<file path="config.mk">
export PLATFORM = sky130hd
export DESIGN_NAME = weight_loader
export DESIGN_NICKNAME = d
export VERILOG_FILES = /design/src/rtl/weight_loader.sv
export SDC_FILE = /design/constraint.sdc
export NUM_CORES = 1
export LEC_CHECK = 0
export BUFFER_PORTS_ARGS = -buffer_cell sky130_fd_sc_hd__buf_2
export CAP_MARGIN = 20
export CORE_MARGIN = 4
export CORE_UTILIZATION = 55
export DETAILED_ROUTE_END_ITERATION = 7
export PLACE_DENSITY_LB_ADDON = 0.25
export SLEW_MARGIN = 20
export SYNTH_ARGS = -nofsm -noshare
export SYNTH_HDL_FRONTEND = slang
export SYNTH_SLANG_ARGS = --single-unit
export TNS_END_PERCENT = 30
</file>
<file path="constraint.sdc">
create_clock -name clk -period 5.6 [get_ports clk]
set_input_delay 0.28 -clock clk [delete_from_list [all_inputs] [get_ports clk]]
set_output_delay 0.28 -clock clk [all_outputs]
set_load 0.02 [all_outputs]
</file>
<file path="src/rtl/weight_loader.sv">
// weight_loader: write-side producer for one layer's per-neuron weight
// memories. A neuron-select command opens a load, then a valid/ready word
// stream is written word-by-word into the selected neuron's memory.
// Optional feature macro: WLOAD_BIAS_EN (one extra bias word per load,
// written through the bias_wen one-hot enable).
module weight_loader #(
  parameter int numWeight    = 784,
  parameter int numNeurons   = 30,
  parameter int addressWidth = 10,
  parameter int dataWidth    = 16,
  parameter int selWidth     = 5
) (
  input  logic                    clk,
  input  logic                    rst,
  input  logic                    sel_valid,
  output logic                    sel_ready,
  input  logic [selWidth-1:0]     sel_neuron,
  input  logic                    s_valid,
  output logic                    s_ready,
  input  logic [dataWidth-1:0]    s_data,
  input  logic                    s_last,
  output logic [numNeurons-1:0]   wen,
  output logic [addressWidth-1:0] wadd,
  output logic [dataWidth-1:0]    win,
  output logic                    load_done,
  output logic                    err,
  output logic                    busy
`ifdef WLOAD_BIAS_EN
  ,
  output logic [numNeurons-1:0]   bias_wen
`endif
);

  // One spare counter bit so the bias index (numWeight) is representable.
  localparam int cntWidth = addressWidth + 1;
`ifdef WLOAD_BIAS_EN
  localparam int lastInt = numWeight;
`else
  localparam int lastInt = numWeight - 1;
`endif
  localparam logic [cntWidth-1:0]   lastIdx     = cntWidth'(lastInt);
  localparam logic [selWidth:0]     neuronLimit = (selWidth + 1)'(numNeurons);
  localparam logic [numNeurons-1:0] oneHotBase  = numNeurons'(1);

  typedef enum logic [1:0] {IDLE, LOAD, DRAIN, DONE} state_t;

  state_t                  state_q, state_d;
  logic [selWidth-1:0]     sel_q, sel_d;
  logic [cntWidth-1:0]     cnt_q, cnt_d;
  logic [numNeurons-1:0]   wen_q, wen_d;
  logic [addressWidth-1:0] wadd_q, wadd_d;
  logic [dataWidth-1:0]    win_q, win_d;
  logic                    load_done_q, load_done_d;
  logic                    err_q, err_d;
  logic                    busy_q, busy_d;
  logic                    sel_ready_q, sel_ready_d;
  logic                    s_ready_q, s_ready_d;
  logic                    sel_take, word_take;
`ifdef WLOAD_BIAS_EN
  logic [numNeurons-1:0]   bias_wen_q, bias_wen_d;
`endif

  assign sel_take  = sel_valid & sel_ready_q;
  assign word_take = s_valid & s_ready_q;

  // Next-state and next-output computation; handshakes use the registered
  // ready flags so the outside world and the FSM agree on every transfer.
  always_comb begin
    state_d     = state_q;
    sel_d       = sel_q;
    cnt_d       = cnt_q;
    wen_d       = '0;
    wadd_d      = wadd_q;
    win_d       = win_q;
    load_done_d = 1'b0;
    err_d       = err_q;
`ifdef WLOAD_BIAS_EN
    bias_wen_d  = '0;
`endif
    case (state_q)
      IDLE: begin
        if (sel_take) begin
          if ({1'b0, sel_neuron} < neuronLimit) begin
            sel_d   = sel_neuron;
            cnt_d   = '0;
            err_d   = 1'b0;
            state_d = LOAD;
          end else begin
            err_d = 1'b1;
          end
        end
      end
      LOAD: begin
        if (word_take) begin
`ifdef WLOAD_BIAS_EN
          if (cnt_q == lastIdx) begin
            bias_wen_d = oneHotBase << sel_q;
            win_d      = s_data;
          end else begin
            wen_d  = oneHotBase << sel_q;
            wadd_d = cnt_q[addressWidth-1:0];
            win_d  = s_data;
          end
`else
          wen_d  = oneHotBase << sel_q;
          wadd_d = cnt_q[addressWidth-1:0];
          win_d  = s_data;
`endif
          if (cnt_q == lastIdx) begin
            if (s_last) begin
              state_d = DONE;
            end else begin
              err_d   = 1'b1;
              state_d = DRAIN;
            end
          end else if (s_last) begin
            err_d   = 1'b1;
            state_d = IDLE;
          end else begin
            cnt_d = cnt_q + 1'b1;
          end
        end
      end
      DRAIN: begin
        if (word_take && s_last) begin
          state_d = IDLE;
        end
      end
      DONE: begin
        load_done_d = 1'b1;
        state_d     = IDLE;
      end
      default: state_d = IDLE;
    endcase
    // The completion pulse cycle keeps sel_ready low so it reads as DONE.
    sel_ready_d = (state_d == IDLE) && (state_q != DONE);
    s_ready_d   = (state_d == LOAD) || (state_d == DRAIN);
    busy_d      = (state_d == LOAD);
  end

  // State and registered outputs; reset abandons any partial load at once.
  always_ff @(posedge clk or posedge rst) begin
    if (rst) begin
      state_q     <= IDLE;
      sel_q       <= '0;
      cnt_q       <= '0;
      wen_q       <= '0;
      wadd_q      <= '0;
      win_q       <= '0;
      load_done_q <= 1'b0;
      err_q       <= 1'b0;
      busy_q      <= 1'b0;
      sel_ready_q <= 1'b1;
      s_ready_q   <= 1'b0;
`ifdef WLOAD_BIAS_EN
      bias_wen_q  <= '0;
`endif
    end else begin
      state_q     <= state_d;
      sel_q       <= sel_d;
      cnt_q       <= cnt_d;
      wen_q       <= wen_d;
      wadd_q      <= wadd_d;
      win_q       <= win_d;
      load_done_q <= load_done_d;
      err_q       <= err_d;
      busy_q      <= busy_d;
      sel_ready_q <= sel_ready_d;
      s_ready_q   <= s_ready_d;
`ifdef WLOAD_BIAS_EN
      bias_wen_q  <= bias_wen_d;
`endif
    end
  end

  assign sel_ready = sel_ready_q;
  assign s_ready   = s_ready_q;
  assign wen       = wen_q;
  assign wadd      = wadd_q;
  assign win       = win_q;
  assign load_done = load_done_q;
  assign err       = err_q;
  assign busy      = busy_q;
`ifdef WLOAD_BIAS_EN
  assign bias_wen  = bias_wen_q;
`endif

endmodule

</file>
==> Word-level counts from Yosys, hierarchy flattened <==
Cells that the tools add are included.
{ "word_totals": {"reg_bits": 79, "output_inout_bits": 61, "elab_cells": 64, "in_bits": 26} }
{ "classes": {"bitwise_logic": 2, "reduce_logical": 10, "shifts": 1, "mux": 24, "eq_ne": 14, "add_sub_neg": 1, "n_lt_le_gt_ge": 1} }
{ "op_table": {"columns": ["operator", "n"], "rows": [
  ["$mux W30", 2],
  ["$mux W11", 5],
  ["$shl A1 B5 Y30 const A", 1],
  ["$pmux W11 S2", 1],
  ["$mux W2", 6],
  ["$ne A2 B2 Y1 const B", 6],
  ["$add A11 B1 Y11 const B", 1],
  ["$eq A11 B10 Y1 const B", 1],
  ["$mux W1", 8],
  ["$pmux W2 S4", 1],
  ["$eq A2 B2 Y1 const B", 3],
  ["$ne A3 B3 Y1 const B", 2],
  ["$reduce_and A6 Y1", 1],
  ["$lt A5 B5 Y1 const B", 1],
  ["$reduce_and A5 Y1", 1],
  ["$eq A2 B1 Y1 const B", 2],
  ["$logic_not A2 Y1", 2],
  ["$reduce_and A3 Y1", 1],
  ["$and A1 B1 Y1", 2],
  ["$logic_and A1 B1 Y1", 2],
  ["$pmux W1 S2", 1],
  ["$reduce_and A2 Y1", 1],
  ["$reduce_bool A2 Y1", 1],
  ["$logic_or A1 B1 Y1", 1]
]} }

==> Depth between registers and ports, before layout <==
Gate-level depths: netlist (run 1).
{ "logic_depth": {"ltp_word": 6, "ltp_mapped": 7} }

==> Least setup slack after synthesis (run 1) <==
OpenSTA, ideal clock, no wires.
{ "synth_path": {"path_type": "flip-flop to flip-flop", "start": "register cnt_q[0]", "end": "register s_ready_q, in the netlist s_ready", "path_stages_with_launch": 8, "required_time_ns": 5.537, "setup_ns": 0.063, "path_slack_ns": 3.896, "arrival_ns": 1.641, "cell_sequence": "dfrtp_1 > ha_1 > and3_2 > nand3_1 > xnor2_1 > a211oi_1 > ha_1 > inv_1"} }
{ "synth_via": {"elab_chain_len": 6, "elab_cells_between_ends": 7, "classes_between": "eq/ne: 3; mux: 3; reduce/logical: 1"} }
{ "synth_lines": {"columns": ["item", "line_no", "source"], "rows": [
  ["start: declaration", "49", "logic [cntWidth-1:0] cnt_q, cnt_d;"],
  ["start signal: assignment", "161", "cnt_q <= cnt_d;"],
  ["$eq A11 B10 Y1 *", "109", "if (cnt_q == lastIdx) begin"],
  ["$mux W2 *", "109", null],
  ["$mux W2 *", "94", "if (word_take) begin"],
  ["$pmux W2 S4 *", "80", "case (state_q)"],
  ["$eq A2 B1 Y1 / $eq A2 B2 Y1 (equally long branches)", "137", "s_ready_d = (state_d == LOAD) || (state_d == DRAIN);"],
  ["$logic_or A1 B1 Y1 *", "137", null],
  ["via s_ready_d", "57", "logic s_ready_q, s_ready_d;"],
  ["end signal: assignment", "169", "s_ready_q <= s_ready_d;"],
  ["end: declaration", "57", null]
]} }
Mark *: on every way through the listed nets, which the timed path passes. The rest lies on a longest branch.
A chain may end at the register's enable or synchronous reset.

==> Worst setup path in the final report (run 1) <==
{ "layout_path": {"start": "register state_q[0]", "end": "register wen_q[21], in the netlist wen[21]"} }
{ "layout_via": {"elab_chain_len": 2} }
{ "layout_lines": {"columns": ["item", "line_no", "source"], "rows": [
  ["start: declaration", "47", "state_t state_q, state_d;"],
  ["start signal: assignment", "159", "state_q <= state_d;"],
  ["$eq A2 B1 Y1", "80", null],
  ["$mux W30", "80", null],
  ["via wen_d[21]", "50", "logic [numNeurons-1:0] wen_q, wen_d;"],
  ["end signal: assignment", "162", "wen_q <= wen_d;"],
  ["end: declaration", "50", null]
]} }
The timed path passes the listed nets, and every way through them passes these cells.

==> results of run 1 <==
==> final timing paths <==
check	from	to	slack (ps)	depth (start not counted)
worst max-delay path	state_q[0]$_DFF_PP0_	wen[21]$_DFF_PP0_	3220	4
worst min-delay path	s_data[0]	win[0]$_DFFE_PP0P_	120	3
worst max register to register	state_q[0]$_DFF_PP0_	wen[21]$_DFF_PP0_	3220	4
worst min register to register	wadd[2]$_DFFE_PP0P_	wadd[2]$_DFFE_PP0P_	480	2
max in group asynchronous	rst	win[3]$_DFFE_PP0P_	4780	3
min in group asynchronous	rst	wadd[4]$_DFFE_PP0P_	210	3
==> where the power goes <==
| group | total (W) | switching (W) | internal [W] |
|---|---|---|---|
| clock | 0.000384 | 0.000209 | 0.000175 |
| combinational | 0.000592 | 0.000383 | 0.000209 |
| sequential | 0.000837 | 0.000123 | 0.000714 |
| total | 0.00181 | 0.000715 | 0.00110 |
==> worst register-to-register path: cells and delay by family (launching register included) <==
kind	cells	cell delay [ps]
AND/OR/NAND/NOR	4	1730
flip-flops	1	570
==> cell usage in the layout, fill, tap and decap left out, types with 2 or more instances in the layout <==
master     n
a21oi_1    6
nand2_1   92
nand3b_1   3
mux2_2     3
inv_1      7
clkinv_4   2
nand2b_1   2
and3_1     3
nand3_1   12
ha_1       2
clkbuf_8  10
mux2i_1    2
o21ai_0    7
nor2_1    39
dfrtp_1   78
buf_2     86
and3_2     2
and4bb_4   2
clkinv_2   2
a211oi_1   2
nor4_1     2
a31oi_1    8
or3_1      3
==> area by class of cell <==
class | count | area [sq um] | area share, %
sequential | 79 | 1980 | 51.8
clock inverter | 6 | 43.8 | 1.15
clock buffer | 10 | 138 | 3.60
inverter | 8 | 30.0 | 0.786
tap | 72 | 90.1 | 2.36
timing repair buffer | 87 | 438 | 11.5
multi-input combinational | 210 | 1100 | 28.9
==> routing by layer <==
layer	share of wire (%)	vias to the layer above	track usage [%]
met5	0	-	0
met4	1.4	0	7.31
met3	5.5	9	4.94
met2	50	75	32.9
met1	43	1166	25.8
li1	-	1196	-
==> through the flow <==
stage,utilization (%),hold WS [ps],instances,worst slack (ps)
6_report,68.9,119,472,3220
4_1_cts,68.9,105,472,3190
5_1_grt,68.9,106,472,2890
2_1_floorplan,-,385,310,3300
3_3_place_gp,65.7,457,456,3330
3_5_place_dp,65.7,460,456,3200
==> cell usage after synthesis, types with 2 or more instances <==
library cell / instances / area (sq um)
o21ai_0: 7 / 35.0
a31oi_1: 8 / 50.1
a211oi_1: 2 / 15.0
nand3_1: 12 / 60.1
inv_1: 8 / 30.0
nor4_1: 2 / 12.5
a21oi_1: 6 / 30.0
nand2b_1: 2 / 12.5
or3_1: 3 / 18.8
nand3b_1: 3 / 22.5
mux2_2: 3 / 33.8
and4bb_4: 2 / 32.5
buf_2: 5 / 25.0
clkbuf_1: 6 / 22.5
ha_1: 2 / 25.0
dfrtp_1: 78 / 1950
nor2_1: 39 / 146
and3_1: 3 / 18.8
nand2_1: 92 / 345
mux2i_1: 2 / 20.0
and3_2: 2 / 15.0
==> registers in the layout, indices dropped and copies added (netlist names), 2 cells and up <==
name,cells
wadd,10
state_q,2
sel_q,5
win,16
wen,30
cnt_q,11
==> logic make-up after synthesis <==
logic type      synth area share (%)
mux                             1.70
buf+inv                         2.92
xor+xnor                       0.276
fa+ha+maj                      0.789
compound gates                  7.18
simple gates                    24.8
flops                           62.3
==> flow_metrics.tcl, run 1 <==
set metrics [dict create \
    synth-seq-cells 79 \
    status "finished, final reports clean" \
    fp.coreArea_sq_mm 0.00554 \
    cp_data_arrival_time_ps 2640 \
    rsz0062_at_grt "false" \
    synth_cell_type_count 44 \
    clock_path_buffers 2 \
    synthCells 310 \
    hold_buffers 0 \
    nNetsFinal 423 \
    min_path_type "input pin to register" \
    ant_nets 0 \
    place.gp.congestion 0.796 \
    via_per_inst 5.18 \
    seq_area_frac_synth_pct 62.3 \
    drc 0 \
    endpoint_kind "register" \
    setup_violations 0 \
    h-tree-depth 3 \
    syn-cell-area_sq_mm 0.00317 \
    cts-resized-gates 0 \
    dp_hpwl_mm 4.57 \
    pin_count 87 \
    io_buffer_count 86 \
    gr-total-overflow 0 \
    grt_max_degree 80 \
    yosysWarnings 0 \
    p_total_w 0.00181 \
    grt_usage_pct 20.0 \
    slowest_delay_ps 780 \
    final_area_sq_mm 0.00382 \
    pwr_density_cell_mw_per_mm2 475 \
    initial_utilization_pct 57.3 \
    postPlaceCellArea_sq_mm 0.00364 \
    cts_tree "yes" \
    critical-path-top-delay-family "simple AND/OR/NAND/NOR gates" \
    worstPathRequired_ps 5860 \
    drt_wl_total_mm 6.55 \
    synth-edff-count 0 \
    slew_violations 0 \
    maxCapViolCount 0 \
    ys.flop_type "dfrtp_1" \
    drive_above_1_share_pct 30.3 \
    start_kind "register" \
    cp_max_fo 25 \
    fin_skew_ps 11.3 \
    tightest_slew_ps 932 \
    cts_setup_buffers 0 \
    cts_made_buffers 9 \
    fmax_mhz 421 \
    routed-via-count 2446 \
    drt_iter0_drc 233 \
    antenna_found_initial 0 \
    clock_latency_ps 340 \
    cts.sinks 79 \
    die_h_um 84.0 \
    synth.avg_cell_area_sq_um 10.2 \
    period_share_pct 42.4 \
    nFillCells 460 \
    ir_drop_mv 0.253 \
    syn2layout_area_growth_pct 20.4 \
    path_buf_inv 0 \
    syn-num-nets 338 \
    wl_per_cell_um 13.9 \
    grt_pass1_wl_mm 11.4 \
    die_x_um 84.0 \
    dieArea_sq_mm 0.00705 \
    p_leak_nw 2.08 \
    clk_pin_slew_ps 90 \
    grt_pass1_vias 2426 \
    root_buffer "clkbuf_8" \
    path_class "register to register" \
    dr.pass1.iters 5 \
    slew_headroom_pct 37.9 \
    num_rows 27 \
    final.setup.tns_ps 0 \
    finalCriticalPeriod_ps 2380 \
    crit_slowest_cell "and3_1" \
    n_antenna_cell 0 \
    path_cells "and2b_2, and3_1, nand3_1, nor2_1" \
    hold_viol 0 \
    async_flop_share_pct 100 \
]
Power figures use the tool's default switching activity.
==> inputs of run 2 (changes only) <==
--- a/config.mk
+++ b/config.mk
@@ -5,10 +5,11 @@
 export SDC_FILE = /design/constraint.sdc
 export NUM_CORES = 1
 export LEC_CHECK = 0
+export ABC_AREA = 1
 export BUFFER_PORTS_ARGS = -buffer_cell sky130_fd_sc_hd__buf_2
 export CAP_MARGIN = 20
 export CORE_MARGIN = 4
-export CORE_UTILIZATION = 55
+export CORE_UTILIZATION = 47
 export DETAILED_ROUTE_END_ITERATION = 7
 export PLACE_DENSITY_LB_ADDON = 0.25
 export SLEW_MARGIN = 20
==> constraint.sdc (replaced) <==
create_clock -name clk -period 2.09 [get_ports clk]
set_input_delay 0.1045 -clock clk [delete_from_list [all_inputs] [get_ports clk]]
set_output_delay 0.1045 -clock clk [all_outputs]
set_load 0.02 [all_outputs]
==> run 2 against run 1 <==
  * Register-to-register slack lost 2800 ps
  * Combinational power up 120%
  * Routed wire length is 12% higher
  * Synthesized cell count is 17% higher
  * Critical path depth grew 6
  * Non-clock buffer count is 22 higher
  * Sequential power increased by 140%
  * Final cell count is 17% higher
  * Global-route usage fell by 1.2 points
  * Largest cell class unchanged
  * Largest power group unchanged
==> flow_metrics.tcl, run 2 <==
set metrics [dict create \
    hold_start "sel_neuron[0]" \
    fin_skew_ps 8.12 \
    clock_path_buffers 2 \
    min_path_type "input pin to register" \
    largest_reg_flops 30 \
    drc 0 \
    antenna_found_initial 0 \
    post-route-util_pct 63.6 \
    highest_layer "met4" \
    slew_violations 0 \
    synth-seq-cells 79 \
    async_flop_share_pct 100 \
    setup_violations 0 \
    grt_max_degree 33 \
    gr-total-overflow 0 \
    syn-num-nets 391 \
    dr.pass1.iters 4 \
    dieArea_sq_mm 0.00825 \
    pwr_density_cell_mw_per_mm2 1080 \
    path_class "register to register" \
    grt_pass1_vias 2598 \
    synth.avg_cell_area_sq_um 8.88 \
    clk_pin_slew_ps 90 \
    cts.sinks 79 \
    drt_wl_total_mm 7.36 \
    maxCapViolCount 0 \
    dp_hpwl_mm 5.12 \
    period_share_pct 81.9 \
    status "finished, final reports clean" \
    syn-cell-area_sq_mm 0.00322 \
    layout_common_cells "nand2_1 (115), buf_2 (86), dfrtp_1 (78)" \
    synth.area.top_cells "dfrtp_1 (61%), nand2_1 (13%), nor2_1 (5.6%)" \
    r2r_setup_slack_ps 380 \
    cts_made_buffers 9 \
    cp_data_arrival_time_ps 1960 \
    ys.flop_type "dfrtp_1" \
    seq_area_frac_synth_pct 61.4 \
    num_rows 29 \
    final.setup.tns_ps 0 \
    routed-wl-met3_um 326 \
    yosys.area.top_type "dfrtp_1" \
    ir_drop_mv 0.631 \
    hold_depth 3 \
    die_h_um 90.8 \
    cts-resized-gates 0 \
    synthCells 363 \
    n_antenna_cell 0 \
    holdPathEnd "sel_q[0]$_DFFE_PP0P_" \
    wl_per_cell_um 13.3 \
    worst_r2r_endpoint "s_ready$_DFF_PP0_" \
    fp.coreArea_sq_mm 0.00649 \
    die_x_um 90.8 \
    place.gp.congestion 0.815 \
    pin_count 87 \
    rsz0062_at_grt "false" \
    h-tree-depth 3 \
    via_per_inst 4.91 \
    root_buffer "clkbuf_8" \
    finalCriticalPeriod_ps 1710 \
    ant_nets 0 \
    worstRegToRegCells 10 \
    worstPathRequired_ps 2340 \
    dr_wl_met2_mm 3.63 \
    tightest_slew_ps 649 \
    synth.top_cell.area_share_pct 60.5 \
    initial_utilization_pct 49.6 \
    synth.most_common_cell "nand2_1" \
    multi_input_area_sq_mm 0.00105 \
    wl_met1_mm 3.29 \
    final_common_cell "nand2_1" \
    yosysWarnings 0 \
    r2r_start "cnt_q[1]$_DFFE_PP0P_" \
    nFillCells 545 \
    grt_usage_pct 18.8 \
    hold_viol 0 \
    drive_above_1_share_pct 24.9 \
    drt_iter0_drc 87 \
    synth-edff-count 0 \
    routed-via-count 2722 \
    netlist_top_cells_count "nand2_1 (115), dfrtp_1 (78), nor2_1 (48), inv_1 (34), nand3_1 (18)" \
    cp_max_fo 4 \
    syn2layout_area_growth_pct 28.1 \
    ff_latch_area_sq_mm 0.00198 \
    cts_tree "yes" \
    clock_latency_ps 340 \
    endpoint_kind "register" \
    fmax_mhz 584 \
    grt_pass1_wl_mm 12.4 \
    slew_headroom_pct 56.7 \
    io_buffer_count 86 \
    nNetsFinal 500 \
    p_leak_nw 2.22 \
    synth_cell_type_count 27 \
    start_kind "register" \
]
==> run 2: cell count changes after synthesis, sizes merged, moves of 5 or more <==
| cell | before | now |
|---|---|---|
| a31oi | 8 | 0 |
| and3 | 5 | 0 |
| inv | 8 | 36 |
| nand2 | 93 | 116 |
| nand3 | 12 | 20 |
| nand4 | 1 | 6 |
| nor2 | 39 | 51 |
| nor3 | 2 | 10 |
| o21ai | 7 | 20 |
==> run 2: worst max path at each step <==
stage / start / to / cells after the start
6_report: cnt_q[1]$_DFFE_PP0P_ / s_ready$_DFF_PP0_ / 10
5_1_grt: cnt_q[1]$_DFFE_PP0P_ / s_ready$_DFF_PP0_ / 10
4_1_cts: cnt_q[1]$_DFFE_PP0P_ / s_ready$_DFF_PP0_ / 10
3_5_place_dp: cnt_q[1]$_DFFE_PP0P_ / s_ready$_DFF_PP0_ / 10
3_3_place_gp: cnt_q[1]$_DFFE_PP0P_ / s_ready$_DFF_PP0_ / 10
2_1_floorplan: cnt_q[1]$_DFFE_PP0P_ / s_ready$_DFF_PP0_ / 10
==> run 2: repair_timing <==
item                      CTS  global route
setup buffers               0             0
hold buffers               17             0
hold endpoints to repair   45             0
==> run 2: critical path: stages, from the launching register on <==
cell	delay, ps
dfrtp_1	400
ha_1	220
nand3_2	140
nor2_1	160
nand2_1	90
nand2_1	70
nand3_1	60
nand2_1	80
nand2_1	70
ha_1	290
inv_1	30
==> run 2: kinds of logic after synthesis <==
kind of cell,share of synthesized area [%]
XOR/XNOR,0.815
AND/OR/NAND/NOR,26.7
AO/OA/AOI/OAI,4.46
buffers and inverters,5.94
adder cells (fa/ha/maj),0.776
flip-flops,61.4
==> run 2: per-stage QoR <==
stage / cells / hold WS (ps) / setup WS, ps / cell area, sq um / total power [W]
3_3_place_gp: 521 / 216 / 473 / 3760 / 0.00327
4_1_cts: 554 / 12.6 / 375 / 4130 / 0.00449
3_5_place_dp: 521 / 232 / 382 / 3760 / 0.00330
2_1_floorplan: 363 / 214 / 563 / 3230 / 0.00288
5_1_grt: 554 / 3.25 / 160 / 4130 / 0.00475
6_report: 554 / 17.6 / 378 / 4130 / 0.00445
==> run 2: cell type report <==
class,count,area share [%]
Timing Repair Buffer,109,15.9
Clock inverter,7,1.94
Multi-Input combinational cell,237,25.5
Sequential cell,79,47.9
Inverter,36,3.36
Tap cell,77,2.33
Clock buffer,9,3.00
==> run 2: per-layer routing <==
metal  vias to the layer above  global-route usage [%]
li1                       1349                       -
met1                      1289                    24.1
met2                        75                    31.1
met3                         9                    4.08
met4                         0                    7.66
met5                         -                       0
==> run 2: report_power, final <==
group,switching (W),total [W],internal [W]
registers,0.000199,0.00202,0.00182
clock network,0.000584,0.00115,0.000566
logic,0.000870,0.00128,0.000409
total,0.00165,0.00445,0.00279
